<file path="config.mk">
export PLATFORM = sky130hd
export DESIGN_NAME = uart_tx_arbiter_flat
export DESIGN_NICKNAME = d
export VERILOG_FILES = /design/src/rtl/uart_tx_arbiter_pkg.sv /design/src/rtl/uart_tx_arbiter_if.sv /design/src/rtl/uart_tx_arbiter_rr_pick.sv /design/src/rtl/uart_tx_arbiter.sv /design/src/flat_wrapper.sv
export SDC_FILE = /design/constraint.sdc
export NUM_CORES = 1
export LEC_CHECK = 0
export CORE_ASPECT_RATIO = 0.5
export CORE_UTILIZATION = 36
export CTS_BUF_LIST = sky130_fd_sc_hd__clkbuf_8
export DETAILED_ROUTE_END_ITERATION = 10
export PLACE_DENSITY = 0.79
export SLEW_MARGIN = 20
export SYNTH_ARGS = -nofsm -noshare
export SYNTH_HDL_FRONTEND = slang
export SYNTH_SLANG_ARGS = --single-unit
</file>
<file path="constraint.sdc">
create_clock -name clk -period 5.65 [get_ports clk]
set_input_delay 0.565 -clock clk [delete_from_list [all_inputs] [get_ports clk]]
set_output_delay 0.565 -clock clk [all_outputs]
set_load 0.01 [all_outputs]
</file>
<file path="src/rtl/uart_tx_arbiter_pkg.sv">
// Shared definitions for the UART transmit arbiter: state encoding and widths.
package uart_pkg;

  localparam int unsigned ARB_ID_W = 3;
  localparam int unsigned BYTE_W   = 8;
  localparam int unsigned CLK_DIV  = 4;

  typedef enum logic [1:0] {
    ARB_IDLE = 2'd0,
    ARB_TAG  = 2'd1,
    ARB_DATA = 2'd2
  } arb_state_e;

endpackage

</file>
<file path="src/rtl/uart_tx_arbiter_if.sv">
// Producer-side and UART-side handshake bundle for uart_tx_arbiter.
interface uart_tx_arbiter_if #(
  parameter int unsigned NREQ = 2
);
  import uart_pkg::*;

  logic [NREQ-1:0]        req_valid;
  logic [BYTE_W*NREQ-1:0] req_data;
  logic [NREQ-1:0]        req_last;
  logic [NREQ-1:0]        req_ready;
  logic                   uart_valid;
  logic [BYTE_W-1:0]      uart_data;
  logic                   uart_tx_done;

  modport slave (
    input  req_valid, req_data, req_last, uart_tx_done,
    output req_ready, uart_valid, uart_data
  );

  modport master (
    output req_valid, req_data, req_last, uart_tx_done,
    input  req_ready, uart_valid, uart_data
  );

endinterface

</file>
<file path="src/rtl/uart_tx_arbiter_rr_pick.sv">
// Round-robin picker: first set request at or after ptr, wrapping NREQ-1 -> 0.
module rr_pick
  import uart_pkg::*;
#(
  parameter int unsigned NREQ = 2
) (
  input  logic [NREQ-1:0]     req,
  input  logic [ARB_ID_W-1:0] ptr,
  output logic                any,
  output logic [ARB_ID_W-1:0] idx
);

  localparam logic [ARB_ID_W:0] NREQ_W = (ARB_ID_W+1)'(NREQ);

  logic [2*NREQ-1:0]   dbl;
  logic [NREQ-1:0]     rot;
  logic [ARB_ID_W-1:0] off;
  logic [ARB_ID_W:0]   sum;

  always_comb begin
    dbl = {req, req};
    rot = NREQ'(dbl >> ptr);
    any = |req;
    off = '0;
    // Descending scan so the lowest rotated position is the one left standing.
    for (int unsigned i = NREQ; i > 0; i--) begin
      if (rot[i-1]) off = ARB_ID_W'(i - 1);
    end
    sum = {1'b0, ptr} + {1'b0, off};
    if (sum >= NREQ_W) sum = sum - NREQ_W;
    idx = sum[ARB_ID_W-1:0];
  end

endmodule

</file>
<file path="src/rtl/uart_tx_arbiter.sv">
// Round-robin, packet-locked sharing of one UART transmitter among NREQ producers.
// Optional tag byte per grant when UART_ARB_TAG_EN is defined.
module uart_tx_arbiter
  import uart_pkg::*;
#(
  parameter int unsigned       NREQ      = 2,
  parameter int unsigned       MAX_BURST = 64,
  parameter logic [BYTE_W-1:0] TAG_BASE  = 8'hF0
) (
  input  logic                clk,
  input  logic                rst_n,
  uart_tx_arbiter_if.slave    bus,
  output logic [ARB_ID_W-1:0] grant_id,
  output logic                busy
);

  localparam logic [ARB_ID_W:0] NREQ_W   = (ARB_ID_W+1)'(NREQ);
  localparam logic [7:0]        LAST_CNT = 8'(MAX_BURST - 1);

  arb_state_e          state_q, state_d;
  logic [ARB_ID_W-1:0] rr_ptr_q, rr_ptr_d;
  logic [ARB_ID_W-1:0] grant_q, grant_d;
  logic [7:0]          burst_q, burst_d;

  logic                pick_any;
  logic [ARB_ID_W-1:0] pick_idx;
  logic                sel_valid, sel_last;
  logic [BYTE_W-1:0]   sel_data;
  logic [ARB_ID_W:0]   next_ptr;
  logic [NREQ-1:0]     ready;
  logic                uvalid;
  logic [BYTE_W-1:0]   udata;

  rr_pick #(.NREQ(NREQ)) u_pick (
    .req (bus.req_valid),
    .ptr (rr_ptr_q),
    .any (pick_any),
    .idx (pick_idx)
  );

  always_comb begin
    sel_valid = 1'b0;
    sel_last  = 1'b0;
    sel_data  = '0;
    for (int unsigned i = 0; i < NREQ; i++) begin
      if (grant_q == ARB_ID_W'(i)) begin
        sel_valid = bus.req_valid[i];
        sel_last  = bus.req_last[i];
        sel_data  = bus.req_data[i*BYTE_W +: BYTE_W];
      end
    end
    next_ptr = {1'b0, grant_q} + (ARB_ID_W+1)'(1);
    if (next_ptr >= NREQ_W) next_ptr = '0;
  end

  always_comb begin
    state_d  = state_q;
    rr_ptr_d = rr_ptr_q;
    grant_d  = grant_q;
    burst_d  = burst_q;
    uvalid   = 1'b0;
    udata    = '0;
    ready    = '0;
    case (state_q)
      ARB_IDLE: begin
        if (pick_any) begin
          grant_d = pick_idx;
          burst_d = '0;
`ifdef UART_ARB_TAG_EN
          state_d = ARB_TAG;
`else
          state_d = ARB_DATA;
`endif
        end
      end
      // Unreachable unless the tag feature is built in; keeps the encoding fixed.
      ARB_TAG: begin
        uvalid = 1'b1;
        udata  = TAG_BASE | BYTE_W'(grant_q);
        if (bus.uart_tx_done) state_d = ARB_DATA;
      end
      ARB_DATA: begin
        uvalid = sel_valid;
        udata  = sel_valid ? sel_data : '0;
        for (int unsigned i = 0; i < NREQ; i++) begin
          ready[i] = bus.uart_tx_done && bus.req_valid[i] && (grant_q == ARB_ID_W'(i));
        end
        if (sel_valid && bus.uart_tx_done) begin
          burst_d = burst_q + 8'd1;
          if (sel_last || burst_q == LAST_CNT) begin
            rr_ptr_d = next_ptr[ARB_ID_W-1:0];
            state_d  = ARB_IDLE;
          end
        end
      end
      default: state_d = ARB_IDLE;
    endcase
  end

  always_ff @(posedge clk or negedge rst_n) begin
    if (!rst_n) begin
      state_q  <= ARB_IDLE;
      rr_ptr_q <= '0;
      grant_q  <= '0;
      burst_q  <= '0;
    end else begin
      state_q  <= state_d;
      rr_ptr_q <= rr_ptr_d;
      grant_q  <= grant_d;
      burst_q  <= burst_d;
    end
  end

  assign bus.req_ready  = ready;
  assign bus.uart_valid = uvalid;
  assign bus.uart_data  = udata;
  assign grant_id       = grant_q;
  assign busy           = (state_q != ARB_IDLE);

endmodule
</file>
<file path="src/flat_wrapper.sv">
// flat-port wrapper written by rule: the top's interface ports become plain ports
module uart_tx_arbiter_flat import uart_pkg::*;
#(
  parameter int unsigned       NREQ      = 2,
  parameter int unsigned       MAX_BURST = 64,
  parameter logic [BYTE_W-1:0] TAG_BASE  = 8'hF0
)
  (clk, rst_n, grant_id, busy, bus_req_valid, bus_req_data, bus_req_last, bus_uart_tx_done, bus_req_ready, bus_uart_valid, bus_uart_data);
  uart_tx_arbiter_if #(.NREQ(NREQ)) bus_i ();
  input  logic clk;
  input  logic rst_n;
  output logic [ARB_ID_W-1:0] grant_id;
  output logic busy;
  input wire logic [$bits(bus_i.req_valid)-1:0] bus_req_valid;
  input wire logic [$bits(bus_i.req_data)-1:0] bus_req_data;
  input wire logic [$bits(bus_i.req_last)-1:0] bus_req_last;
  input wire logic [$bits(bus_i.uart_tx_done)-1:0] bus_uart_tx_done;
  output wire logic [$bits(bus_i.req_ready)-1:0] bus_req_ready;
  output wire logic [$bits(bus_i.uart_valid)-1:0] bus_uart_valid;
  output wire logic [$bits(bus_i.uart_data)-1:0] bus_uart_data;
  assign bus_i.req_valid = bus_req_valid;
  assign bus_i.req_data = bus_req_data;
  assign bus_i.req_last = bus_req_last;
  assign bus_i.uart_tx_done = bus_uart_tx_done;
  assign bus_req_ready = bus_i.req_ready;
  assign bus_uart_valid = bus_i.uart_valid;
  assign bus_uart_data = bus_i.uart_data;
  uart_tx_arbiter #(.NREQ(NREQ), .MAX_BURST(MAX_BURST), .TAG_BASE(TAG_BASE)) u_core (.clk(clk), .rst_n(rst_n), .bus(bus_i), .grant_id(grant_id), .busy(busy));
endmodule
</file>
# Yosys cells after proc, flatten, opt, wreduce, memory -nomap -nowiden
# Cells that the tools add are included.
# Widths: inputs -> output; s select.
# totals
ff_bits	16
inputBits	23
out_inout_bits	15
elab_cells	56
# op_classes
n_addsub	4
n_lt_le_gt_ge	2
eq_ne	8
shift	1
muxes	22
reduce_logical	15
# ops
cell	n
$mux 8	5
$pmux 8 s2	2
$mux 2	5
$mux 3	3
$add 8x1->8 const B	1
$eq 8x6->1 const B	1
$ge 4x2->1 const B	2
$ne 2x1->1 const B	3
$pmux 2 s3	1
$reduce_and 3->1	2
$logic_and 1x1->1	5
$mux 1	5
$add 3x1->4 const B	1
$add 3x3->4	1
$reduce_and 4->1	1
$reduce_bool 2->1	2
$shr 4x3->2	1
$eq 3x1->1 const B	1
$logic_not 3->1	1
$sub 3x2->3 const B	1
$eq 2x1->1 const B	1
$eq 2x2->1 const B	1
$logic_not 2->1	1
$ne 2x2->1 const B	1
4 further kinds	4

# Logic depth before layout (Yosys ltp)
# logic_depth
depth_word	7
depth_mapped	9
ltp_nobuf	9

# Hierarchy
# Synthesis repeated with hierarchy kept, for this count alone.
# unflattened
hier_cells	109
hier_area_um2	1039.7
# by_module_without_submodules
module	instances	cells_per_inst	area_each_um2	seq_area_each_um2
uart_tx_arbiter	1	96	939.7	375.4
rr_pick	1	13	100.1	0.0

# Least setup slack after synthesis
# Ideal clock, no wire load.
# synth_timing
kind	register to output
startpoint	reg u_core.grant_q[0], in the netlist u_core.grant_id[0]
endpoint	out bus_uart_data[0]
arrival_ps	1594
required_time_ps	5085
setup_slack_ps	3491
path_stages_with_launch	7
path_buffers	2
cell_sequence	dfrtp_1 ha_1 buf_6 nand3b_4 a211o_1 clkbuf_1 nor2_1
# synth_via
elab_chain_len	5
word_cells_on_any_way	8
cone_classes	eq/ne (1); mux (6); reduce/logical (1)
# synth_rtl
item	line	source
start, declared	uart_tx_arbiter.sv:22	logic [ARB_ID_W-1:0] grant_q, grant_d;
start signal, assigned	uart_tx_arbiter.sv:109	grant_q <= grant_d;
$logic_not 3->1	uart_tx_arbiter.sv:46	if (grant_q == ARB_ID_W'(i)) begin
$mux 8 or $mux 1 (tied branches) (2 in a row)	uart_tx_arbiter.sv:46	
$mux 8	uart_tx_arbiter.sv:84	udata = sel_valid ? sel_data : '0;
$pmux 8 s2 *	uart_tx_arbiter.sv:64	case (state_q)
end, declared	flat_wrapper.sv:20	output wire logic [$bits(bus_i.uart_data)-1:0] bus_uart_data;
# Mark *: on every way between the ends. The rest lies on a longest branch, timed or not.

# Final worst setup path
# layout_timing
startpoint	reg u_core.grant_q[1], in the netlist u_core.grant_id[1]
endpoint	out bus_uart_data[7]
# layout_via
elab_chain_len	5
word_cells_on_any_way	8
cone_classes	eq/ne (1); mux (6); reduce/logical (1)
# layout_rtl
item	line
$logic_not 3->1	uart_tx_arbiter.sv:46
$mux 8 or $mux 1 (tied branches) (2 in a row)	uart_tx_arbiter.sv:46
$mux 8 *	uart_tx_arbiter.sv:84
$pmux 8 s2 *	uart_tx_arbiter.sv:64
# Marks and branches as above.

==> metrics <==
top cells by area, synth dfrtp_1 36%, nor2_1 7.9%, ha_1 7.2%; Wirelength per Cell 12.2 um; Setup violations, final 0; Worst Setup Start Kind register; delay-heaviest family, CP buffers and inverters; CP required between 5 and 6 ns; worst path cell trace inv_1 -> ha_1 -> nand2_1 -> a211o_1 -> nor2_1 -> clkdlybuf4s50_1; DR pass1 iterations 4; Crit path largest cell delay 0.55 ns; # IOs 38; Pins Over Slew Limit 0; Final Power 499 uW; All-Layer GR Usage about 16%; slew margin rel. a little under three fifths; initial antenna violation count 0; DRC Markers 0; clk buf depth 2; Crit Path Class reg -> out; register bit count reported by yosys 15; Max Clock Freq between 300 and 400 MHz; warning count from the yosys run 0; Crit Path Max Fanout 19; worst vdd ir ~130 uV; post-synth top area cell dfrtp_1; Worst path slowest cell ha_1; Crit. End Element primary output; Bufs and invs on worst path 2; detailed placement HPWL roughly 1900 um; post-synthesis sequential area ratio roughly 36%; post-route cell area between 1000 and 1500 um^2; Die ar. 3130 um^2; CTS Hold Bufs 0; top-area cell type share of the netlist area between 30 and 40%; Initial Utilization slightly below 40%; Setup TNS 0 ns; largest net degree at the start of global routing 20; vias in the first global route 856; port bufs 37; Max-cap violations 0; TritonCTS clock tree done; RD Place Congestion 0.725; Unique masters post-synth 35; Pleak 0.000669 uW; pwr/cell area between 300 and 400 nW/um^2; Tightest Hold Check Type reg -> reg; antenna cells 0; post-route ant nets 0; setup repair bufs after CTS 0; mean post-synth cell area about 8.2 um^2; Post-Syn Area ~1000 um^2; area growth from synthesis to layout 41.4%; GR Overflow Total 0; CTS buffer count 3; status finished, final reports clean; Storage cell area around 380 um^2; H-tree Lvls 1; Multi-input gate area between 600 and 700 um^2; minimum clock period between 3 and 4 ns; Post-Synthesis Cells around 130; commonest non-fill, non-tap cell in the layout clkdlybuf4s50_1; Core ar. between 2000 and 3000 um^2; Worst-Margin Slew roughly 0.65 ns; Fillers between 200 and 250; Die Span Y 40.1 um; Hold Vio Cnt, Final 0; Core Rows 13; DR vias between 1000 and 1500; RSZ-0062 raised after global routing false; initial DRC count 43; Root Driver clkbuf_8; ratio of cells with drive above 1 in the final layout 6.13%; clock sink count 15; # nets final between 150 and 200; global-route wire length before repair 3920 um; Clock Pin Slew Worst Setup and Hold Paths about 0.06 ns; Critical Path AT about 2.6 ns; # resized after CTS 0; dpl cell area 1430 um^2; fin crit share 56.0%; chip width slightly below 80 um; Routed WL 2450 um; Syn Nets ~160; Vias/cell approximately 5.0; worst-skew pair later-pin latency 0.24 ns; final setup skew around 0.0011 ns; most frequent cells in the layout 37 x clkdlybuf4s50_1, 22 x nor2_1, 17 x nand2_1
sequential cells by signal, indices dropped and copies added, names as in the netlist:
signal and cells:
u_core.state_q 1, u_core.rr_ptr_q 3, u_core.grant_id 3, u_core.burst_q 8
power by group:
group | total [uW] | internal (uW) | switching (uW)
Sequential | 146 | 126 | 19.6
Clock | 86.3 | 48.8 | 37.5
Combinational | 267 | 134 | 133
Total | 499 | 309 | 190
logic make-up after synthesis:
kind of cell / Yosys count / synth area share [%]
compound gates: 29 / 17.7
xor+xnor: 2 / 1.68
fa+ha+maj: 6 / 7.19
buf+inv: 11 / 5.52
flops: 15 / 36.0
mux: 3 / 3.12
simple gates: 61 / 28.8
metrics by stage:
| stage | hold slack, ns | instances | worst slack, ns | utilization, % |
|---|---|---|---|---|
| floorplan | 0.269 | 127 | 3.49 | - |
| global placement | 0.463 | 196 | 2.70 | 53.6 |
| detailed placement | 0.494 | 196 | 2.69 | 53.6 |
| CTS | 0.502 | 200 | 2.48 | 55.3 |
| global route | 0.540 | 200 | 2.23 | 55.3 |
| finish | 0.506 | 200 | 2.49 | 55.3 |
worst reg2reg max path: stages, from the launching register on:
cell and delay (ns):
dfrtp_1 0.41, inv_1 0.09, ha_1 0.55, nand2_1 0.21
a21o_1 0.32, a21oi_2 0.26, mux2_2 0.36
final cells by class:
| type | count | area share [%] |
|---|---|---|
| flip-flops and latches | 15 | 25.4 |
| clock inverters | 1 | 0.339 |
| repair buffers | 38 | 25.6 |
| multi-input cells | 101 | 41.4 |
| well taps | 37 | 3.14 |
| inverters | 5 | 1.27 |
| clock buffers | 3 | 2.80 |
path summary, 6_finish.rpt:
path / from / endpoint / slack (ns) / depth (start not counted)
max: u_core.grant_id[1] / bus_uart_data[7] / 2.49 / 6
min: u_core.burst_q[7] / u_core.burst_q[7] / 0.51 / 1
max reg2reg: u_core.grant_id[1] / u_core.rr_ptr_q[0] / 3.34 / 6
min reg2reg: u_core.burst_q[7] / u_core.burst_q[7] / 0.51 / 1
max in group asynchronous: rst_n / u_core.rr_ptr_q[1] / 4.52 / 1
min in group asynchronous: rst_n / u_core.burst_q[4] / 0.72 / 1
cells in the mapped netlist:
cell      number
o41ai_1        1
nand2_1       17
o31ai_1        1
buf_2          1
nor2_1        22
o311ai_0       1
a211o_1        2
nand4_1        1
nand4b_1       1
clkbuf_1       3
o21ai_0        6
a21oi_2        1
nor4_1         1
a22o_1         1
nor3b_1        1
and3_1         3
inv_1          5
nor3_1         2
a21oi_1       11
nand3b_4       1
a21o_1         1
dfrtp_1       15
xnor2_1        1
nor2b_1        4
mux2i_1        1
a22oi_1        3
nand3_1        5
buf_6          2
and2_4         1
mux2_2         2
nor4bb_1       1
xor2_1         1
ha_1           6
a221o_1        1
nand3b_1       1
metal layers:
metal	global-route usage, %	routed length (um)	vias up	part of all wire [%]
met5	0	0	-	0
met4	2.78	9	0	0.37
met3	2.95	166	2	6.8
met2	29.8	1060	33	43
met1	21.1	1210	458	49
li1	-	-	516	-
Note: power is estimated with default switching activity, not from simulation.
